==> config.mk <==
export PLATFORM = sky130hd
export DESIGN_NAME = execute_cycle
export DESIGN_NICKNAME = d
export VERILOG_FILES = /design/src/rtl/pipeline_pkg.sv /design/src/rtl/alu.sv /design/src/rtl/execute_cycle.sv
export SDC_FILE = /design/constraint.sdc
export NUM_CORES = 1
export LEC_CHECK = 0
export BUFFER_PORTS_ARGS = -buffer_cell sky130_fd_sc_hd__buf_2
export CORE_UTILIZATION = 49
export DETAILED_ROUTE_END_ITERATION = 16
export PLACE_DENSITY = 0.74
export RECOVER_POWER = 100
export SLEW_MARGIN = 20
export SYNTH_ARGS = -nofsm -noshare
export SYNTH_HDL_FRONTEND = slang
export SYNTH_SLANG_ARGS = --single-unit
==> constraint.sdc <==
create_clock -name clk -period 5.61 [get_ports clk]
set_input_delay 0.561 -clock clk [delete_from_list [all_inputs] [get_ports clk]]
set_output_delay 0.561 -clock clk [all_outputs]
set_load 0.02 [all_outputs]
==> src/rtl/pipeline_pkg.sv <==
// Shared pipeline constants: ALU opcodes, branch conditions,
// forward selects and datapath width.
package pipeline_pkg;

  localparam int XLEN = 32;

  localparam logic [2:0] ALU_ADD = 3'b000;
  localparam logic [2:0] ALU_SUB = 3'b001;
  localparam logic [2:0] ALU_AND = 3'b010;
  localparam logic [2:0] ALU_OR  = 3'b011;
  localparam logic [2:0] ALU_XOR = 3'b100;
  localparam logic [2:0] ALU_SLT = 3'b101;
  localparam logic [2:0] ALU_SLL = 3'b110;
  localparam logic [2:0] ALU_SRL = 3'b111;

  localparam logic [2:0] BR_EQ  = 3'b000;
  localparam logic [2:0] BR_NE  = 3'b001;
  localparam logic [2:0] BR_LT  = 3'b100;
  localparam logic [2:0] BR_GE  = 3'b101;
  localparam logic [2:0] BR_LTU = 3'b110;
  localparam logic [2:0] BR_GEU = 3'b111;

  localparam logic [1:0] FWD_REG = 2'b00;
  localparam logic [1:0] FWD_WB  = 2'b01;
  localparam logic [1:0] FWD_MEM = 2'b10;

endpackage

==> src/rtl/alu.sv <==
// Combinational integer ALU shared by the execute stage.
// Results wrap modulo 2^XLEN; shifts use the low five bits of srcB.
module alu
  import pipeline_pkg::*;
#(
  parameter int WIDTH = pipeline_pkg::XLEN
) (
  input  logic [WIDTH-1:0] srcA,
  input  logic [WIDTH-1:0] srcB,
  input  logic [2:0]       aluControl,
  output logic [WIDTH-1:0] result
);

  logic lt;
  assign lt = $signed(srcA) < $signed(srcB);

  always_comb begin
    result = '0;
    case (aluControl)
      ALU_ADD: result = srcA + srcB;
      ALU_SUB: result = srcA - srcB;
      ALU_AND: result = srcA & srcB;
      ALU_OR:  result = srcA | srcB;
      ALU_XOR: result = srcA ^ srcB;
      ALU_SLT: result = {{(WIDTH-1){1'b0}}, lt};
      ALU_SLL: result = srcA << srcB[4:0];
      ALU_SRL: result = srcA >> srcB[4:0];
      default: result = '0;
    endcase
  end

endmodule

==> src/rtl/execute_cycle.sv <==
// Execute stage: forwarding, ALU, branch resolve, fetch redirect,
// wrong-path annulment and the EX/MEM pipeline register.
module execute_cycle
  import pipeline_pkg::*;
#(
  parameter int XLEN         = pipeline_pkg::XLEN,
  parameter int SQUASH_DEPTH = 2
) (
  input  logic            clk,
  input  logic            rst,
  input  logic            RegWriteE,
  input  logic            MemWriteE,
  input  logic            JumpE,
  input  logic            BranchE,
  input  logic            ALUSrcE,
  input  logic [1:0]      ResultSrcE,
  input  logic [2:0]      ALUControlE,
  input  logic [2:0]      Funct3E,
  input  logic [XLEN-1:0] RD1E,
  input  logic [XLEN-1:0] RD2E,
  input  logic [XLEN-1:0] ImmExtE,
  input  logic [XLEN-1:0] PCE,
  input  logic [XLEN-1:0] PCPlus4E,
  input  logic [4:0]      RdE,
  input  logic [1:0]      ForwardAE,
  input  logic [1:0]      ForwardBE,
  input  logic [XLEN-1:0] ResultW,
  output logic            PCSrcE,
  output logic [XLEN-1:0] PCTargetE,
  output logic            RegWriteM,
  output logic            MemWriteM,
  output logic [1:0]      ResultSrcM,
  output logic [XLEN-1:0] ALUResultM,
  output logic [XLEN-1:0] WriteDataM,
  output logic [XLEN-1:0] PCPlus4M,
  output logic [4:0]      RdM
);

  localparam int CW = $clog2(SQUASH_DEPTH + 1);

  logic [XLEN-1:0] srcAE;
  logic [XLEN-1:0] writeDataE;
  logic [XLEN-1:0] srcBE;
  logic [XLEN-1:0] aluResultE;
  logic [CW-1:0]   squashCnt;
  logic            squash;
  logic            cond;
  logic            rawRedirect;

  always_comb begin
    srcAE = RD1E;
    case (ForwardAE)
      FWD_WB:  srcAE = ResultW;
      FWD_MEM: srcAE = ALUResultM;
      default: srcAE = RD1E;
    endcase
  end

  always_comb begin
    writeDataE = RD2E;
    case (ForwardBE)
      FWD_WB:  writeDataE = ResultW;
      FWD_MEM: writeDataE = ALUResultM;
      default: writeDataE = RD2E;
    endcase
  end

  assign srcBE = ALUSrcE ? ImmExtE : writeDataE;

  alu #(.WIDTH(XLEN)) u_alu (
    .srcA       (srcAE),
    .srcB       (srcBE),
    .aluControl (ALUControlE),
    .result     (aluResultE)
  );

  always_comb begin
    cond = 1'b0;
    case (Funct3E)
      BR_EQ:   cond = srcAE == writeDataE;
      BR_NE:   cond = srcAE != writeDataE;
      BR_LT:   cond = $signed(srcAE) < $signed(writeDataE);
      BR_GE:   cond = $signed(srcAE) >= $signed(writeDataE);
      BR_LTU:  cond = srcAE < writeDataE;
      BR_GEU:  cond = srcAE >= writeDataE;
      default: cond = 1'b0;
    endcase
  end

  assign PCTargetE   = PCE + ImmExtE;
  assign squash      = squashCnt != '0;
  assign rawRedirect = JumpE | (BranchE & cond);
  // Wrong-path instructions may themselves look like jumps; never act on them.
  assign PCSrcE      = rawRedirect & ~squash & ~rst;

  always_ff @(posedge clk) begin
    if (rst) begin
      squashCnt <= '0;
    end else if (squash) begin
      squashCnt <= squashCnt - CW'(1);
    end else if (rawRedirect) begin
      squashCnt <= CW'(SQUASH_DEPTH);
    end
  end

  always_ff @(posedge clk) begin
    if (rst) begin
      RegWriteM  <= 1'b0;
      MemWriteM  <= 1'b0;
      ResultSrcM <= '0;
      ALUResultM <= '0;
      WriteDataM <= '0;
      PCPlus4M   <= '0;
      RdM        <= '0;
    end else begin
      RegWriteM  <= RegWriteE & ~squash;
      MemWriteM  <= MemWriteE & ~squash;
      ResultSrcM <= squash ? 2'b00 : ResultSrcE;
      ALUResultM <= aluResultE;
      WriteDataM <= writeDataE;
      PCPlus4M   <= PCPlus4E;
      RdM        <= RdE;
    end
  end

endmodule

==> results.md <==
| Result | Value |
|---|---|
| Outcome | finished, violations left |
| Violated checks | capacitance limit, slew limit |
| Cell taking the most area after synthesis | sky130_fd_sc_hd__dfxtp_1 |
| Setup repair after global routing missed its margin | false |
| Switching Fraction | 51.4% |
| Post-cts sizing count | 0 |
| Power dissipated by switching net loads | 2240 uW |
| Ys async rst share | 0% |
| Insertion delay of the later-clocked pin in the worst-skew pair | 380 ps |
| Peak VDD IR | 157 uV |
| Final hold violation count | 0 |
| FF-to-FF Start | ALUResultM[0] |
| Number of clock sinks | 107 |
| Io pins | 354 |
| Hold path endpoint | ResultSrcM[1] |
| Met1 WL | 26.5 mm |
| Setup TNS | 0 ps |
| Pin count of the biggest net entering global routing | 62 |
| Final-layout fill cell count | 2,882 |
| H-tree levels | 3 |
| GPL Wtd Cong | 1.05 |
| Terminus of the critical flop-to-flop path | ALUResultM[31] |
| Overflow left after global routing | 0 |
| Chip height | 175 um |
| Tmin final | 5330 ps |
| Number of hold-repair buffers added at the cts stage | 0 |
| Worst slew margin | -106% |
| MaxCap Viol Count | 2 |
| Final wirelength | 71.6 mm |
| Std cell rows | 62 |
| Ratio of total power to cell area | 255 mW/mm^2 |
| Number of warning messages in the yosys log | 0 |
| Highest net fanout along the worst path | 22 |
| Initial antenna violation count | 4 |
| Die outline area | 0.0306 mm^2 |
| Setup Viol. Count Final | 0 |
| Design internal power | 2120 uW |
| TritonRoute pass-1 iters | 6 |
| Number of library cell types mapped by synthesis | 83 |
| DRC violation count after routing | 0 |
| Depth of the worst register-to-register path | 14 |
| Mean routed wirelength per cell | 26.2 um |
| Post-Syn Instances | 2,027 |
| Mean cell area of the mapped netlist | 7.24 um^2 |
| Synthesis-to-layout area growth | 16.8% |
| CP Class | in2reg |
| Sequential share of the synthesized area | 14.6% |
| TritonCTS clock tree | built |
| Via count of the routed design | 18,050 |
| Most used cell along the critical path | sky130_fd_sc_hd__a31oi_1 |
| Count of buffers from port buffering | 353 |
| Maximum clock frequency | 188 MHz |
| Power share of the sequential group | 20.6% |
| Hold/Removal Path Class | in2reg |
| Standby leakage power | 0.00769 uW |
| Total met3 wirelength after detailed routing | 7.57 mm |
| Clock transition at path regs | 100 ps |
| Max incr delay on CP | 970 ps |
| Initial Util | 50.4% |
| Top library cells by usage in the layout, fill and taps aside | sky130_fd_sc_hd__buf_2 (214), sky130_fd_sc_hd__nor2_1 (213), sky130_fd_sc_hd__a21oi_1 (185), sky130_fd_sc_hd__ha_1 (164), sky130_fd_sc_hd__nand2_1 (160) |
| Met2 Routed Length | 31.4 mm |
| Share of the clock period used by the worst path after layout | 95.0% |
| Clock Power Share | 16.0% |
| Worst slack, placed | 473 ps |
| Kind of start point of the critical path | primary input |
| Antenna Violating Nets Remaining | 0 |
| Portion of synthesized cell area occupied by the leading cell type | 14.6% |
| Clock skew after layout | 18.3 ps |
| Number of synthesized flops with an enable pin | 0 |
| Commonest non-fill, non-tap cell in the layout | sky130_fd_sc_hd__buf_2 |
| Worst Setup Slack, final | 279 ps |
| Die X-Extent | 175 um |
| Post-detail-place hpwl | 56.7 mm |
| Share of cells above drive strength 1 | 15.0% |
| Total area of multi-input combinational cells | 0.0115 mm^2 |
| Setup Buffers After CTS | 0 |
| CP required | 5720 ps |
| Violation count after the first detailed-route iteration | 2,588 |
| Via-to-Cell Ratio | 6.60 |
| Total track usage | 45.0% |
| Sequential cell area | 0.00214 mm^2 |
| Net count of the finished layout | 2,729 |
| Critical path capture point type | flip-flop |
| Transition time at the pin with the least slew margin | 3090 ps |
| Number of pins exceeding their max-slew limit in the final report | 107 |
| Most area-consuming cells after synthesis | sky130_fd_sc_hd__dfxtp_1 (15%), sky130_fd_sc_hd__ha_1 (14%), sky130_fd_sc_hd__mux2i_1 (8.2%) |
| Number of nets in the synthesized netlist | 2,412 |
| Worst-path cell with the longest stage delay | sky130_fd_sc_hd__a211oi_1 |
| Reg2reg setup slack | 450 ps |
| Final cell utilization of the core | 58.9% |
| Clock Tree Root | sky130_fd_sc_hd__clkbuf_16 |
| Synthesized flop and latch total | 107 |
| CTS Buffer Depth | 2 |
| Synth Flop Type | sky130_fd_sc_hd__dfxtp_1 |
| Arrival time at the worst endpoint | 5450 ps |
| Uppermost layer routed | met5 |
| Worst Min Path Start | ResultSrcE[1] |
| Cell depth of the worst hold path | 2 |
| Minimum hold slack | 387 ps |
| Wire length of the first global-routing pass | 104 mm |
| Total clock buffers created by CTS | 9 |
| Core region area | 0.0291 mm^2 |
| Fraction of power consumed by combinational cells | 63.4% |
| Vias in the first global route | 17,102 |
| Cell-by-cell listing of the critical path | buf_2, inv_1, ha_2, a221oi_1, a211oi_1, ha_1, buf_4, nor2b_1, o311a_1, o21ai_0, a2111oi_0, clkbuf_1, o21ai_0, a31oi_1, mux2i_1, a31oi_1, a31oi_1 |
| Post-Syn Area | 0.0147 mm^2 |
==> layer usage <==
| layer | GRT usage (%) | up-vias |
|---|---|---|
| li1 | - | 8062 |
| met2 | 71.7 | 1361 |
| met1 | 53.0 | 8294 |
| met5 | 0 | - |
| met3 | 9.55 | 331 |
| met4 | 33.9 | 2 |
==> kinds of logic after synthesis <==
group | Yosys count | share of synthesized area [%]
AOI/OAI and AO/OA | 702 | 31.4
and+or+nand+nor | 588 | 18.4
buffers and inverters | 255 | 7.14
adders and majority gates | 169 | 14.6
muxes | 145 | 10.3
DFF | 107 | 14.6
xor gates and xnor gates | 61 | 3.64
==> worst max-delay path: cells and delay by family <==
kind,cells,cell delay (ps)
mux,1,140
fa+ha+maj,2,930
simple gates,1,160
buf+inv,4,520
compound gates,9,3120
==> through the flow <==
step	instance area (um^2)	power [uW]	cells
3_5_place_dp	17000	3590	2717
6_report	17100	4360	2736
4_1_cts	17300	4290	2733
2_1_floorplan	14700	2660	2027
5_1_grt	17100	4550	2735
3_3_place_gp	17000	3570	2717
==> Yosys cell counts (all sizes together), types with 5 or more instances <==
cell type  instances
o32ai              5
o221ai            11
o311a              6
a21boi             5
a21o              29
o21bai            15
inv              126
a31oi             33
o31ai             13
buf               42
mux2i            120
nor2b             57
nand2b            21
dfxtp            107
and3               7
nand2            160
or3               13
nor3              34
o211ai            25
and2              10
o21a              15
a221o             17
a21oi            185
o31a               5
a211oi            27
nand3             29
a22oi             78
xor2              15
a221oi            27
nor4              10
mux2              23
a211o              7
clkbuf            86
ha               166
nand4             12
xnor2             46
o21ai            138
o22ai             28
nor2             215
==> worst max-delay path by stage <==
stage                 start              to  slack [ps]  cells past startpoint
2_1_floorplan  ForwardBE[0]  ALUResultM[30]         830                     19
3_3_place_gp   ForwardBE[0]  ALUResultM[26]         470                     17
3_5_place_dp   ForwardBE[0]          PCSrcE         470                     18
4_1_cts        ForwardBE[0]          PCSrcE         460                     18
5_1_grt        ForwardBE[0]  ALUResultM[31]          80                     17
6_report       ForwardBE[0]  ALUResultM[31]         280                     17
==> cell type report <==
cell class	count	area share (%)
repair buffers	434	12.9
inverters	127	2.78
flip-flops and latches	107	12.5
clock inverters	6	0.402
diodes	3	0.0438
clock buffers	10	1.40
multi-input cells	1665	67.2
well taps	384	2.80
==> sequential cells by signal (all words and copies together), names as in the netlist <==
signal,flops
ResultSrcM,2
ALUResultM,32
RegWriteM,1
RdM,5
MemWriteM,1
PCPlus4M,32
squashCnt,2
WriteDataM,32
==> power groups by stage <==
stage                     clock (uW)  combinational, uW  sequential [uW]
final                            699               2760              899
after global routing             726               2930              902
after CTS                        698               2690              892
after detailed placement           0               2680              910
after global placement             0               2660              910
after floorplan                    0               1690              971
Note: power is estimated with default switching activity, not from simulation.
